## src/rtl/output_mem_ctrl_pkg.sv

```systemverilog
// Shared constants, rotation and state encodings for the output memory controller.
package output_mem_ctrl_pkg;

    localparam int          NPIX          = 64;
    localparam int          NWORDS        = 48;
    localparam int          BYTES_PER_PIX = 3;
    localparam logic [7:0]  PARK_ADDR     = 8'hFF;

    localparam logic [1:0]  ROT_0   = 2'd0;
    localparam logic [1:0]  ROT_90  = 2'd1;
    localparam logic [1:0]  ROT_180 = 2'd2;
    localparam logic [1:0]  ROT_270 = 2'd3;

    localparam logic [2:0]  ST_IDLE_ENC    = 3'd0;
    localparam logic [2:0]  ST_FILL_ENC    = 3'd1;
    localparam logic [2:0]  ST_FLUSH_ENC   = 3'd2;
    localparam logic [2:0]  ST_WAIT_A_ENC  = 3'd3;
    localparam logic [2:0]  ST_WAIT_B_ENC  = 3'd4;
    localparam logic [2:0]  ST_PRESENT_ENC = 3'd5;
    localparam logic [2:0]  ST_FIN_ENC     = 3'd6;

    typedef enum logic [2:0] {
        ST_IDLE    = ST_IDLE_ENC,
        ST_FILL    = ST_FILL_ENC,
        ST_FLUSH   = ST_FLUSH_ENC,
        ST_WAIT_A  = ST_WAIT_A_ENC,
        ST_WAIT_B  = ST_WAIT_B_ENC,
        ST_PRESENT = ST_PRESENT_ENC,
        ST_FIN     = ST_FIN_ENC
    } state_e;

    // Byte address k of packed word w: 4*w+k is just the concatenation.
    function automatic logic [7:0] word_byte_addr(input logic [5:0] w, input logic [1:0] k);
        return {w, k};
    endfunction

endpackage

```

## src/rtl/output_mem_ctrl_rot_addr.sv

```systemverilog
// Rotated destination base byte address (3*d) for raster pixel index n.
module omctl_rot_addr
    import output_mem_ctrl_pkg::*;
(
    input  logic [5:0] n_i,
    input  logic [1:0] rot_i,
    output logic [7:0] base_o
);
    logic [2:0] r, c, rr, cc;
    logic [5:0] d;

    assign r = n_i[5:3];
    assign c = n_i[2:0];

    // Map source (row, col) to its rotated position; 7-x is ~x on 3 bits.
    always_comb begin
        rr = r;
        cc = c;
        case (rot_i)
            ROT_90:  begin rr = c;  cc = ~r; end
            ROT_180: begin rr = ~r; cc = ~c; end
            ROT_270: begin rr = ~c; cc = r;  end
            default: begin rr = r;  cc = c;  end
        endcase
    end

    assign d      = {rr, cc};
    assign base_o = {1'b0, d, 1'b0} + {2'b00, d};

endmodule

```

## src/rtl/output_mem_ctrl.sv

```systemverilog
// Fill/drain sequencer for the 192-byte output pixel memory (one 8x8 RGB tile).
module output_mem_ctrl
    import output_mem_ctrl_pkg::*;
(
    input  logic       I_OMCTL_HCLK,
    input  logic       I_OMCTL_HRESET_N,
    input  logic       I_OMCTL_START,
    input  logic [1:0] I_OMCTL_ROT,
    input  logic       I_OMCTL_PIX_VALID,
    output logic       O_OMCTL_PIX_READY,
    input  logic [7:0] I_OMCTL_PIX_B,
    input  logic [7:0] I_OMCTL_PIX_G,
    input  logic [7:0] I_OMCTL_PIX_R,
    output logic [7:0] O_OMCTL_PIXEL_B,
    output logic [7:0] O_OMCTL_PIXEL_G,
    output logic [7:0] O_OMCTL_PIXEL_R,
    output logic [7:0] O_OMCTL_IN_ADDRB,
    output logic [7:0] O_OMCTL_IN_ADDRG,
    output logic [7:0] O_OMCTL_IN_ADDRR,
    output logic [7:0] O_OMCTL_OUT_ADDR0,
    output logic [7:0] O_OMCTL_OUT_ADDR1,
    output logic [7:0] O_OMCTL_OUT_ADDR2,
    output logic [7:0] O_OMCTL_OUT_ADDR3,
    output logic       O_OMCTL_WVALID,
    input  logic       I_OMCTL_WREADY,
    output logic [5:0] O_OMCTL_WORD_IDX,
    output logic       O_OMCTL_BUSY,
    output logic       O_OMCTL_DONE
);
    state_e           state_q, state_d;
    logic [5:0]       n_q, n_d;
    logic [5:0]       w_q, w_d;
    logic [1:0]       rot_q, rot_d;
    logic [2:0][7:0]  in_addr_q, in_addr_d;   // [0]=B [1]=G [2]=R
    logic [2:0][7:0]  pix_q, pix_d;
    logic [3:0][7:0]  out_addr_q, out_addr_d;
    logic [7:0]       base;
    logic             pix_hs;

    omctl_rot_addr u_rot_addr (
        .n_i    (n_q),
        .rot_i  (rot_q),
        .base_o (base)
    );

    assign pix_hs = (state_q == ST_FILL) && I_OMCTL_PIX_VALID;

    // Next-state logic; write addresses park unless a pixel is accepted this cycle.
    always_comb begin
        state_d    = state_q;
        n_d        = n_q;
        w_d        = w_q;
        rot_d      = rot_q;
        in_addr_d  = {PARK_ADDR, PARK_ADDR, PARK_ADDR};
        pix_d      = pix_q;
        out_addr_d = out_addr_q;
        case (state_q)
            ST_IDLE: begin
                if (I_OMCTL_START) begin
                    rot_d   = I_OMCTL_ROT;
                    n_d     = '0;
                    state_d = ST_FILL;
                end
            end
            ST_FILL: begin
                if (pix_hs) begin
                    in_addr_d = {base + 8'd2, base + 8'd1, base};
                    pix_d     = {I_OMCTL_PIX_R, I_OMCTL_PIX_G, I_OMCTL_PIX_B};
                    n_d       = n_q + 6'd1;
                    if (n_q == 6'(NPIX - 1)) state_d = ST_FLUSH;
                end
            end
            ST_FLUSH: begin
                // Last pixel commits this cycle; first read address goes out on the edge after.
                w_d = '0;
                for (int k = 0; k < 4; k++) out_addr_d[k] = word_byte_addr(6'd0, 2'(k));
                state_d = ST_WAIT_A;
            end
            ST_WAIT_A: state_d = ST_WAIT_B;
            ST_WAIT_B: state_d = ST_PRESENT;
            ST_PRESENT: begin
                if (I_OMCTL_WREADY) begin
                    if (w_q == 6'(NWORDS - 1)) begin
                        state_d = ST_FIN;
                    end else begin
                        w_d = w_q + 6'd1;
                        for (int k = 0; k < 4; k++) out_addr_d[k] = word_byte_addr(w_q + 6'd1, 2'(k));
                        state_d = ST_WAIT_A;
                    end
                end
            end
            ST_FIN:  state_d = ST_IDLE;
            default: state_d = ST_IDLE;
        endcase
    end

    // State and datapath registers; reset aborts any tile in progress.
    always_ff @(posedge I_OMCTL_HCLK or negedge I_OMCTL_HRESET_N) begin
        if (!I_OMCTL_HRESET_N) begin
            state_q    <= ST_IDLE;
            n_q        <= '0;
            w_q        <= '0;
            rot_q      <= '0;
            in_addr_q  <= {PARK_ADDR, PARK_ADDR, PARK_ADDR};
            pix_q      <= '0;
            out_addr_q <= '0;
        end else begin
            state_q    <= state_d;
            n_q        <= n_d;
            w_q        <= w_d;
            rot_q      <= rot_d;
            in_addr_q  <= in_addr_d;
            pix_q      <= pix_d;
            out_addr_q <= out_addr_d;
        end
    end

    assign O_OMCTL_PIX_READY = (state_q == ST_FILL);
    assign O_OMCTL_WVALID    = (state_q == ST_PRESENT);
    assign O_OMCTL_BUSY      = (state_q != ST_IDLE);
    assign O_OMCTL_DONE      = (state_q == ST_FIN);
    assign O_OMCTL_WORD_IDX  = w_q;

    assign O_OMCTL_IN_ADDRB  = in_addr_q[0];
    assign O_OMCTL_IN_ADDRG  = in_addr_q[1];
    assign O_OMCTL_IN_ADDRR  = in_addr_q[2];
    assign O_OMCTL_PIXEL_B   = pix_q[0];
    assign O_OMCTL_PIXEL_G   = pix_q[1];
    assign O_OMCTL_PIXEL_R   = pix_q[2];
    assign O_OMCTL_OUT_ADDR0 = out_addr_q[0];
    assign O_OMCTL_OUT_ADDR1 = out_addr_q[1];
    assign O_OMCTL_OUT_ADDR2 = out_addr_q[2];
    assign O_OMCTL_OUT_ADDR3 = out_addr_q[3];

endmodule

```

## config.mk

```make
export PLATFORM = sky130hd
export DESIGN_NAME = output_mem_ctrl
export DESIGN_NICKNAME = d
export VERILOG_FILES = /design/src/rtl/output_mem_ctrl_pkg.sv /design/src/rtl/output_mem_ctrl_rot_addr.sv /design/src/rtl/output_mem_ctrl.sv
export SDC_FILE = /design/constraint.sdc
export NUM_CORES = 1
export LEC_CHECK = 0
export BUFFER_PORTS_ARGS = -buffer_cell sky130_fd_sc_hd__clkbuf_2
export CORE_UTILIZATION = 35
export DETAILED_ROUTE_END_ITERATION = 10
export PLACE_DENSITY = 0.62
export SYNTH_ARGS = -nofsm -noshare
export SYNTH_HDL_FRONTEND = slang
export SYNTH_HIERARCHICAL = 1
export SYNTH_SLANG_ARGS = --single-unit
```

## constraint.sdc

```tcl
create_clock -name I_OMCTL_HCLK -period 3.68 [get_ports I_OMCTL_HCLK]
set_input_delay 0.552 -clock I_OMCTL_HCLK [delete_from_list [all_inputs] [get_ports I_OMCTL_HCLK]]
set_output_delay 0.552 -clock I_OMCTL_HCLK [all_outputs]
set_load 0.005 [all_outputs]
```

==> reports/results.txt, run 1 <==
status = finished, final reports clean
fraction of layout cells with a size suffix above 1 = 45.6%
Core ar. = 0.00968 mm^2
post-synthesis register bit count = 65
Crit. End Element = flip-flop
number of enable flip-flop cells after synthesis = 0
largest net degree at the start of global routing = 36
CP Class = flip-flop to flip-flop
Max Transition Viols Final = 0
Hold WS = 0.192 ns
Async S/R FF share, synth = 100%
Gates resized, CTS repair = 0
area leader, netlist = dfrtp_1
Nets = 446
number of buffers created by CTS = 9
Setup Buffers After CTS = 0
endpoints failing setup = 0
FP Rows = 36
Area growth, synth to finish = 19.6%
dominant cells by area after synthesis = dfrtp_1, dfstp_2, mux2_2
YS warnings = 6
GRT Total Usage = 13.8%
H-Tree Depth = 3
clock-pin slew on the worst setup and hold paths = 0.08 ns
port bufs = 116
FMAX = 0.301 GHz
antenna violations before repair = 0
number of routed nets with antenna violations = 0
number of global-route vias before repair = 2281
commonest non-fill, non-tap cell in the layout = clkbuf_2
fillers = 930
clk buf depth = 2
Tcrit/Tclk final = 90.4%
Die Span X = 102 um
clock sinks = 65
final hold vios = 0
footprint of the multi-input gates = 0.00145 mm^2
DIE HEIGHT = 102 um
slack of the critical path = 0.354 ns
Worst EP arrival = 3.60 ns
Mean Syn Cell Area = 10.9 um^2
WL/cell = 12.4 um
setup slack, reg-to-reg = 0.35 ns
synth unique cells = 50
final worst path period need = 3.33 ns
relative slew slack = 43.8%
I/O Pins = 121
Initial Util = 35.9%
Setup TNS = 0 ns
Mapped Area = 0.00348 mm^2
slew of the pin with the lowest slew margin = 0.843 ns
Synth Instances = 319
Die Area = 0.0103 mm^2
CTS root buf = clkbuf_8
worst slack, placed = 0.373 ns
Seq/Total Area, Yosys = 47.6%
Ant. Diodes = 0
Post-DP HPWL = 4970 um
worst hold path type = primary input to asynchronous set/reset pin
Yosys top cell area share = 30.2%
Reg area = 0.00166 mm^2
Critical Path RT = 3.95 ns
Setup Skew = 0.00678 ns
initial drt markers = 67
max cap viols = 0
Post-Route WL = 6760 um
Pre-Repair DR Iteration Count = 4
Worst setup SP type = flip-flop
via count = 2534
GP Congestion = 0.826
RSZ-0062 raised after global routing = no
Post-Layout Cell Count = 543
Placed Instances = 527
critical path fanouts, max = 10
clock latency on the worst-skew pair = 0.34 ns
Post-route DRC = 0
routed vias/inst = 4.67
CTS Hold Bufs = 0
Post-synth top flop = dfrtp_1
first-pass GRT wire length = 10900 um
TritonCTS clock tree = yes
most frequent cells in the layout = clkbuf_2, dfrtp_1, nand2_1, mux2_2, dfstp_2
GRT overflow = 0
## path summary, 6_finish.rpt
kind	startpoint	endpoint	cells past startpoint
max in group asynchronous	I_OMCTL_HRESET_N	O_OMCTL_IN_ADDRB[3]	2
worst min-delay path	I_OMCTL_HRESET_N	O_OMCTL_PIXEL_B[5]	1
min in group I_OMCTL_HCLK	I_OMCTL_ROT[1]	rot_q[1]	3
worst min register to register	O_OMCTL_PIXEL_R[2]	O_OMCTL_PIXEL_R[2]	1
worst max-delay path	rot_q[0]	O_OMCTL_IN_ADDRG[7]	9
worst max register to register	rot_q[0]	O_OMCTL_IN_ADDRG[7]	9
## cell families after synthesis
family	after synthesis	share of synthesized area [%]
compound gates	34	6.36
xor+xnor	15	3.77
fa+ha+maj	10	3.81
buf+inv	64	11.2
flops	65	47.6
mux	38	11.8
other cells	1	0.108
simple gates	92	15.4
## stage by stage
step	util [%]	cell area, um^2
global route	43.0	4160
global placement	40.6	3940
floorplan	-	3490
finish	43.0	4160
detailed placement	40.6	3940
CTS	43.0	4160
## Yosys cell counts, drive strengths merged (2+ instances only)
cell type,count
clkbuf,7
dfrtp,42
nor2b,3
and2,2
mux2,24
nand2b,12
o31ai,3
nand4b,2
xnor2,10
a211oi,2
nand3,10
nand4,3
xor2,5
a21oi,8
nor4b,3
nor3,2
dfstp,23
nand2,30
nor3b,7
and3,3
inv,17
or3,2
mux2i,14
ha,9
nor2,2
o21ai,11
buf,40
or4,5
a31o,3
## layer usage
| metal | share of wire, % | vias up | wire, um | track usage, % |
|---|---|---|---|---|
| met3 | 5.4 | 10 | 365 | 3.93 |
| li1 | - | 1228 | - | - |
| met4 | 1.6 | 0 | 106 | 5.80 |
| met1 | 46 | 1218 | 3090 | 17.9 |
| met5 | 0 | - | 0 | 0 |
| met2 | 47 | 78 | 3190 | 21.5 |
## critical path, cell delays in order (launching register included)
cell and delay (ns):
dfrtp_1 0.58, mux2i_1 0.16, xnor2_1 0.60, ha_1 0.29, inv_1 0.06, fa_1 0.40, xnor2_1 0.55, and3_1 0.31
nand4_1 0.12, mux2i_1 0.18
## state kept, by name, indices dropped and copies added (netlist names), 2 cells and up
signal	cells
O_OMCTL_PIXEL_R	8
O_OMCTL_PIXEL_B	8
n_q	6
O_OMCTL_WORD_IDX	6
O_OMCTL_IN_ADDRB	7
O_OMCTL_IN_ADDRG	8
O_OMCTL_IN_ADDRR	8
rot_q	2
state_q	3
O_OMCTL_PIXEL_G	8
## area by class of cell
type	instances	share of cell area, %
sequential	65	39.8
multi-input combinational	193	34.8
timing repair buffer	119	14.5
tap	133	4.00
clock buffer	9	2.98
clock inverter	7	2.47
inverter	17	1.53
Power of run 1 is left out: the tool's default activity adds up to more than one toggle a clock period on the data nets, which glitch-free logic cannot reach.
==> run 2, diff against run 1 <==
--- a/config.mk
+++ b/config.mk
@@ -8,7 +8,8 @@
 export BUFFER_PORTS_ARGS = -buffer_cell sky130_fd_sc_hd__clkbuf_2
 export CORE_UTILIZATION = 35
 export DETAILED_ROUTE_END_ITERATION = 10
-export PLACE_DENSITY = 0.62
+export GPL_TIMING_DRIVEN = 0
+export PLACE_DENSITY = 0.66
 export SYNTH_ARGS = -nofsm -noshare
 export SYNTH_HDL_FRONTEND = slang
 export SYNTH_HIERARCHICAL = 1
==> run 2 against run 1 <==
Wire length up 4.5%. Clock skew grew 0.0077 ns. Sequential cell count unchanged. Hold slack improved by 0.15 ns. Sequential share of layout area fell by 2.9 points. First-iteration DRC count grew 19%. Fmax grew 3.2%. Critical path depth is 4 higher. Via count rose by 5.6%. Highest routed layer unchanged.
==> reports/results.txt, run 2 (synthesis gave the netlist of run 1 again) <==
via count = 2676 (was 2534)
Placed Instances = 571 (was 527)
routed vias/inst = 4.56 (was 4.67)
endpoints failing setup = 0 (unchanged)
slew of the pin with the lowest slew margin = 0.861 ns (was 0.843 ns)
port bufs = 116 (unchanged)
Tcrit/Tclk final = 87.6% (was 90.4%)
Worst VDD drop = 583 uV
Setup Skew = 0.0145 ns (was 0.00678 ns)
setup slack, reg-to-reg = 0.46 ns (was 0.35 ns)
number of global-route vias before repair = 2449 (was 2281)
TritonCTS clock tree = yes (unchanged)
worst hold path type = primary input to asynchronous set/reset pin (unchanged)
clock sinks = 65 (unchanged)
H-Tree Depth = 3 (unchanged)
Ant. Diodes = 0 (unchanged)
number of buffers created by CTS = 9 (unchanged)
power per cell area = 1220 mW/mm^2
DIE HEIGHT = 102 um (unchanged)
Setup Buffers After CTS = 0 (unchanged)
Post-Layout Cell Count = 587 (was 543)
Critical Path RT = 3.94 ns (was 3.95 ns)
Int Power = 0.00319 W
Post-DP HPWL = 5240 um (was 4970 um)
Crit. End Element = flip-flop (unchanged)
final worst path period need = 3.22 ns (was 3.33 ns)
fraction of layout cells with a size suffix above 1 = 49.6% (was 45.6%)
clock-pin slew on the worst setup and hold paths = 0.08 ns (about the same)
clock latency on the worst-skew pair = 0.34 ns (about the same)
Critical Path Max Stage Delay = 0.57 ns (was 0.60 ns)
I/O Pins = 121 (unchanged)
final hold vios = 0 (unchanged)
WL/cell = 12.0 um (was 12.4 um)
Worst setup SP type = flip-flop (unchanged)
number of routed nets with antenna violations = 0 (unchanged)
Gates resized, CTS repair = 0 (unchanged)
Initial Util = 35.9% (unchanged)
Max Transition Viols Final = 0 (unchanged)
first-pass GRT wire length = 11100 um (was 10900 um)
initial drt markers = 80 (was 67)
critical-path cell list = buf_6, mux2i_1, xnor2_1, ha_1, inv_1, fa_1, nor2b_1, o21ai_0, nand2b_1, xnor2_1, and3_1, nand4_1, mux2i_1 (was mux2i_1, xnor2_1, ha_1, inv_1, fa_1, xnor2_1, and3_1, nand4_1, mux2i_1)
status = finished, final reports clean (unchanged)
Core ar. = 0.00968 mm^2 (unchanged)
Sequential Power Share = 24.9%
Setup TNS = 0 ns (unchanged)
Die Span X = 102 um (unchanged)
antenna violations before repair = 0 (unchanged)
Worst EP arrival = 3.49 ns (was 3.60 ns)
Die Area = 0.0103 mm^2 (unchanged)
fillers = 926 (was 930)
Pre-Repair DR Iteration Count = 5 (was 4)
GRT Total Usage = 13.9% (was 13.8%)
Sw Pwr = 0.00228 W
Logic pwr share = 61.1%
slowest CP cell = xnor2_1 (unchanged)
Post-route DRC = 0 (unchanged)
GRT overflow = 0 (unchanged)
CTS root buf = clkbuf_8 (unchanged)
commonest non-fill, non-tap cell in the layout = clkbuf_2 (unchanged)
max cap viols = 0 (unchanged)
most frequent cells in the layout = clkbuf_2, dfrtp_1, buf_4, nand2_1, mux2_2 (was clkbuf_2, dfrtp_1, nand2_1, mux2_2, dfstp_2)
GP Congestion = 0.817 (was 0.826)
Area growth, synth to finish = 29.0% (was 19.6%)
CP Class = flip-flop to flip-flop (unchanged)
Nets = 490 (was 446)
critical path fanouts, max = 9 (was 10)
largest net degree at the start of global routing = 66 (was 36)
LEAKAGE = 2.18 nW
CTS Hold Bufs = 0 (unchanged)
Post-Route WL = 7060 um (was 6760 um)
FMAX = 0.310 GHz (was 0.301 GHz)
RSZ-0062 raised after global routing = no (unchanged)
clk buf depth = 2 (unchanged)
relative slew slack = 42.6% (was 43.8%)
FP Rows = 36 (unchanged)
Net Sw Frac = 41.6%
Tot Pwr = 0.00547 W
clock power share = 14.0%
run 2: cell count changes in the layout (fill, tap and decap cells not counted), sizes merged:
cell / delta
bufinv: +1
clkbuf: +7
clkinv: -1
buf: +37
run 2: layout make-up:
cell class | count | area (um^2) | share of cell area [%]
clock buffers | 9 | 124 | 2.76
clock inverters | 7 | 125 | 2.79
multi-input cells | 193 | 1450 | 32.2
repair buffers | 116 | 583 | 13.0
inverters | 17 | 63.8 | 1.42
flip-flops and latches | 65 | 1660 | 36.9
well taps | 133 | 166 | 3.71
plain buffers | 47 | 327 | 7.27
run 2: per-stage QoR:
step | hold slack (ns) | worst slack [ns] | cell area, um^2 | util, %
4_1_cts | 0.368 | 0.411 | 4490 | 46.4
6_report | 0.344 | 0.457 | 4490 | 46.4
3_3_place_gp | 0.488 | 0.491 | 4240 | 43.8
5_1_grt | 0.387 | 0.166 | 4490 | 46.4
2_1_floorplan | 0.256 | 0.933 | 3490 | -
3_5_place_dp | 0.488 | 0.454 | 4240 | 43.8
run 2: path summary, 6_finish.rpt:
kind	start	to	depth (start not counted)
max	rot_q[0]	O_OMCTL_IN_ADDRG[7]	13
min	I_OMCTL_HRESET_N	O_OMCTL_PIXEL_B[5]	1
max reg2reg	rot_q[0]	O_OMCTL_IN_ADDRG[7]	13
min reg2reg	rot_q[1]	rot_q[1]	2
max in group asynchronous	I_OMCTL_HRESET_N	state_q[1]	1
min in group I_OMCTL_HCLK	I_OMCTL_ROT[1]	rot_q[1]	3
run 2: power groups by stage:
stage | registers [W] | logic, W | clock network (W)
after global placement | 0.00137 | 0.00329 | 0
after detailed placement | 0.00138 | 0.00337 | 0
after floorplan | 0.00137 | 0.00248 | 0
final | 0.00136 | 0.00334 | 0.000766
after global routing | 0.00142 | 0.00378 | 0.000817
after CTS | 0.00137 | 0.00338 | 0.000791
run 2: metal layers:
metal / GRT usage (%) / wire length, um / up-vias
met5: 0 / 0 / -
met4: 4.79 / 80 / 0
met3: 3.80 / 348 / 11
met2: 23.5 / 3460 / 74
met1: 16.9 / 3170 / 1271
li1: - / - / 1320
run 2: worst max-delay path, delay by kind of cell, from the launching register on:
kind	cells	cell delay [ns]
DFF	1	0.40
and+or+nand+nor	4	0.66
adders and majority gates	2	0.69
AOI/OAI and AO/OA	1	0.08
buffers and inverters	2	0.21
xor gates and xnor gates	2	0.80
muxes	2	0.33
Note: power is estimated with default switching activity, not from simulation.
==> run 3, diff against run 2 <==
--- a/config.mk
+++ b/config.mk
@@ -5,6 +5,7 @@
 export SDC_FILE = /design/constraint.sdc
 export NUM_CORES = 1
 export LEC_CHECK = 0
+export ABC_AREA = 1
 export BUFFER_PORTS_ARGS = -buffer_cell sky130_fd_sc_hd__clkbuf_2
 export CORE_UTILIZATION = 35
 export DETAILED_ROUTE_END_ITERATION = 10
==> run 3 against run 2 <==
Sequential cell count did not move. Hold slack got worse by 0.018 ns. Final cell count rose by 18%. Sequential power fell by 14%. Synthesized cell count rose by 33%. Critical path type unchanged. Largest cell class unchanged.
==> reports/results.txt, run 3 <==
status = finished, final reports clean (unchanged)
Core ar. = 0.00982 mm^2 (was 0.00968 mm^2)
Setup TNS = 0 ns (unchanged)
Async S/R FF share, synth = 100% (unchanged)
Post-synth top flop = dfrtp_1 (unchanged)
dominant cells by area after synthesis = dfrtp_1, dfstp_2, nand2_1 (was dfrtp_1, dfstp_2, mux2_2)
TritonCTS clock tree = yes (unchanged)
worst r2r src = rot_q[0] (unchanged)
GRT overflow = 0 (unchanged)
CP Class = flip-flop to flip-flop (unchanged)
Mapped Area = 0.00356 mm^2 (was 0.00348 mm^2)
most frequent cells in the layout = nand2_1, clkbuf_2, dfrtp_1, buf_4, nand3_1 (was clkbuf_2, dfrtp_1, buf_4, nand2_1, mux2_2)
Net Sw Frac = 48.2% (was 41.6%)
Max Transition Viols Final = 0 (unchanged)
Nets = 596 (was 490)
Area growth, synth to finish = 27.1% (was 29.0%)
Seq/Total Area, Yosys = 46.5% (was 47.6%)
Tot Pwr = 0.00446 W (was 0.00547 W)
Worst VDD drop = 529 uV (was 583 uV)
area leader, netlist = dfrtp_1 (unchanged)
number of global-route vias before repair = 2649 (was 2449)
clock power share = 14.0% (about the same)
final worst path period need = 3.13 ns (was 3.22 ns)
Die Span X = 103 um (was 102 um)
initial drt markers = 82 (was 80)
max cap viols = 0 (unchanged)
number of buffers created by CTS = 9 (unchanged)
Setup Buffers After CTS = 0 (unchanged)
Sequential Power Share = 26.2% (was 24.9%)
worst setup path start = rot_q[0] (unchanged)
slew of the pin with the lowest slew margin = 0.836 ns (was 0.861 ns)
Logic pwr share = 59.9% (was 61.1%)
Post-route DRC = 0 (unchanged)
final hold vios = 0 (unchanged)
synth unique cells = 35 (was 50)
Die Area = 0.0106 mm^2 (was 0.0103 mm^2)
relative slew slack = 44.3% (was 42.6%)
Ant. Diodes = 0 (unchanged)
Post-Route WL = 7510 um (was 7060 um)
clk buf depth = 2 (unchanged)
endpoints failing setup = 0 (unchanged)
CTS root buf = clkbuf_8 (unchanged)
RSZ-0062 raised after global routing = no (unchanged)
FMAX = 0.320 GHz (was 0.310 GHz)
Post-DP HPWL = 5740 um (was 5240 um)
WL/cell = 10.8 um (was 12.0 um)
via count = 3025 (was 2676)
FP Rows = 36 (unchanged)
fillers = 1012 (was 926)
Tcrit/Tclk final = 85.0% (was 87.6%)
GP Congestion = 0.846 (was 0.817)
Yosys top cell area share = 29.5% (was 30.2%)
GRT Total Usage = 14.7% (was 13.9%)
end-of-flow core utilization = 46.1% (was 46.4%)
port bufs = 116 (unchanged)
Synth Instances = 425 (was 319)
DIE HEIGHT = 103 um (was 102 um)
Sw Pwr = 0.00215 W (was 0.00228 W)
YS warnings = 6 (unchanged)
LEAKAGE = 2.48 nW (was 2.18 nW)
worst hold path type = primary input to asynchronous set/reset pin (unchanged)
routed vias/inst = 4.37 (was 4.56)
top post-synthesis cells by count = nand2_1, dfrtp_1, buf_4 (was dfrtp_1, buf_4, nand2_1)
clock latency on the worst-skew pair = 0.35 ns (was 0.34 ns)
clock-pin slew on the worst setup and hold paths = 0.08 ns (about the same)
I/O Pins = 121 (unchanged)
Initial Util = 36.2% (was 35.9%)
Crit. End Element = flip-flop (unchanged)
Critical Path RT = 3.96 ns (was 3.94 ns)
first-pass GRT wire length = 12100 um (was 11100 um)
critical path fanouts, max = 10 (was 9)
antenna violations before repair = 0 (unchanged)
top-count cell post-synth = nand2_1 (was dfrtp_1)
power per cell area = 986 mW/mm^2 (was 1220 mW/mm^2)
clock sinks = 65 (unchanged)
Int Power = 0.00231 W (was 0.00319 W)
H-Tree Depth = 3 (unchanged)
Worst setup SP type = flip-flop (unchanged)
Mean Syn Cell Area = 8.37 um^2 (was 10.9 um^2)
Gates resized, CTS repair = 0 (unchanged)
number of routed nets with antenna violations = 0 (unchanged)
Worst EP arrival = 3.41 ns (was 3.49 ns)
largest net degree at the start of global routing = 66 (unchanged)
CTS Hold Bufs = 0 (unchanged)
number of enable flip-flop cells after synthesis = 0 (unchanged)
Pre-Repair DR Iteration Count = 4 (was 5)
Setup Skew = 0.0130 ns (was 0.0145 ns)
fraction of layout cells with a size suffix above 1 = 41.4% (was 49.6%)
post-synthesis register bit count = 65 (unchanged)
commonest non-fill, non-tap cell in the layout = nand2_1 (was clkbuf_2)
[run 3: cell count changes after synthesis, sizes merged, moves of 9 or more]
cell    previous run  this run
mux2i             14         1
mux2              24         0
xnor2             10         1
nor2               2        20
nand3             10        36
nand2b            12         0
nand2             30       168
inv               17        36
[run 3: cells by family (layout without fill, tap and decap cells)]
logic type / Yosys count / in the layout / share of synthesized area [%]
buffers and inverters: 79 / 211 / 13.2
adder cells (fa/ha/maj): 10 / 10 / 3.73
other: 1 / 4 / 0.105
AO/OA/AOI/OAI: 22 / 22 / 3.62
flip-flops: 65 / 65 / 46.5
XOR/XNOR: 9 / 9 / 2.64
multiplexers: 1 / 1 / 0.281
AND/OR/NAND/NOR: 238 / 238 / 30.0
[run 3: power groups by stage]
stage | clock [W] | combinational, W | sequential (W)
after floorplan | 0 | 0.00193 | 0.00118
after global placement | 0 | 0.00260 | 0.00117
after detailed placement | 0 | 0.00268 | 0.00118
after CTS | 0.000641 | 0.00269 | 0.00117
after global routing | 0.000673 | 0.00310 | 0.00120
final | 0.000622 | 0.00267 | 0.00117
[run 3: layout make-up]
| class | instances | area [um^2] | area share [%] |
|---|---|---|---|
| Multi-Input combinational cell | 284 | 1450 | 32.0 |
| Inverter | 37 | 143 | 3.15 |
| Timing Repair Buffer | 116 | 583 | 12.9 |
| Buffer | 42 | 325 | 7.19 |
| Clock buffer | 10 | 138 | 3.04 |
| Clock inverter | 6 | 66.3 | 1.47 |
| Sequential cell | 65 | 1660 | 36.6 |
| Tap cell | 133 | 166 | 3.68 |
[run 3: path summary, 6_finish.rpt]
kind	endpoint	slack, ns	cells after the start
max in group asynchronous	rot_q[1]	2.80	1
hold reg to reg	O_OMCTL_PIXEL_R[6]	0.49	2
setup / recovery	O_OMCTL_IN_ADDRG[7]	0.55	16
hold / removal	O_OMCTL_PIXEL_B[4]	0.33	1
min in group I_OMCTL_HCLK	O_OMCTL_PIXEL_G[3]	0.40	3
setup reg to reg	O_OMCTL_IN_ADDRG[7]	0.55	16
[run 3: metrics by stage]
| step | setup WS, ns | cells | hold WS, ns | cell area [um^2] |
|---|---|---|---|---|
| 3_5_place_dp | 0.577 | 677 | 0.469 | 4320 |
| 6_report | 0.551 | 693 | 0.326 | 4520 |
| 2_1_floorplan | 1.01 | 428 | 0.256 | 3570 |
| 5_1_grt | 0.0854 | 693 | 0.384 | 4520 |
| 3_3_place_gp | 0.607 | 677 | 0.463 | 4320 |
| 4_1_cts | 0.567 | 693 | 0.360 | 4520 |
[run 3: critical path, cell delays in order, from the launching register on]
cell and delay (ns):
dfrtp_1 0.40, buf_6 0.15, nand2_1 0.05, o21ai_0 0.09, xor2_1 0.15, inv_1 0.24
ha_1 0.23, inv_1 0.05, fa_1 0.40, o21ai_1 0.24, xor2_1 0.24, inv_1 0.12
nor2_1 0.31, nand4_1 0.17, nand2_1 0.10, nand2_1 0.05, nand2_1 0.07
[run 3: routing by layer]
metal  vias to the layer above  track usage (%)  wire length [um]
li1                       1549                -                 -
met1                      1406             18.0              3230
met2                        54             25.1              3850
met3                        16             3.32               257
met4                         0             5.74               169
met5                         -                0                 0
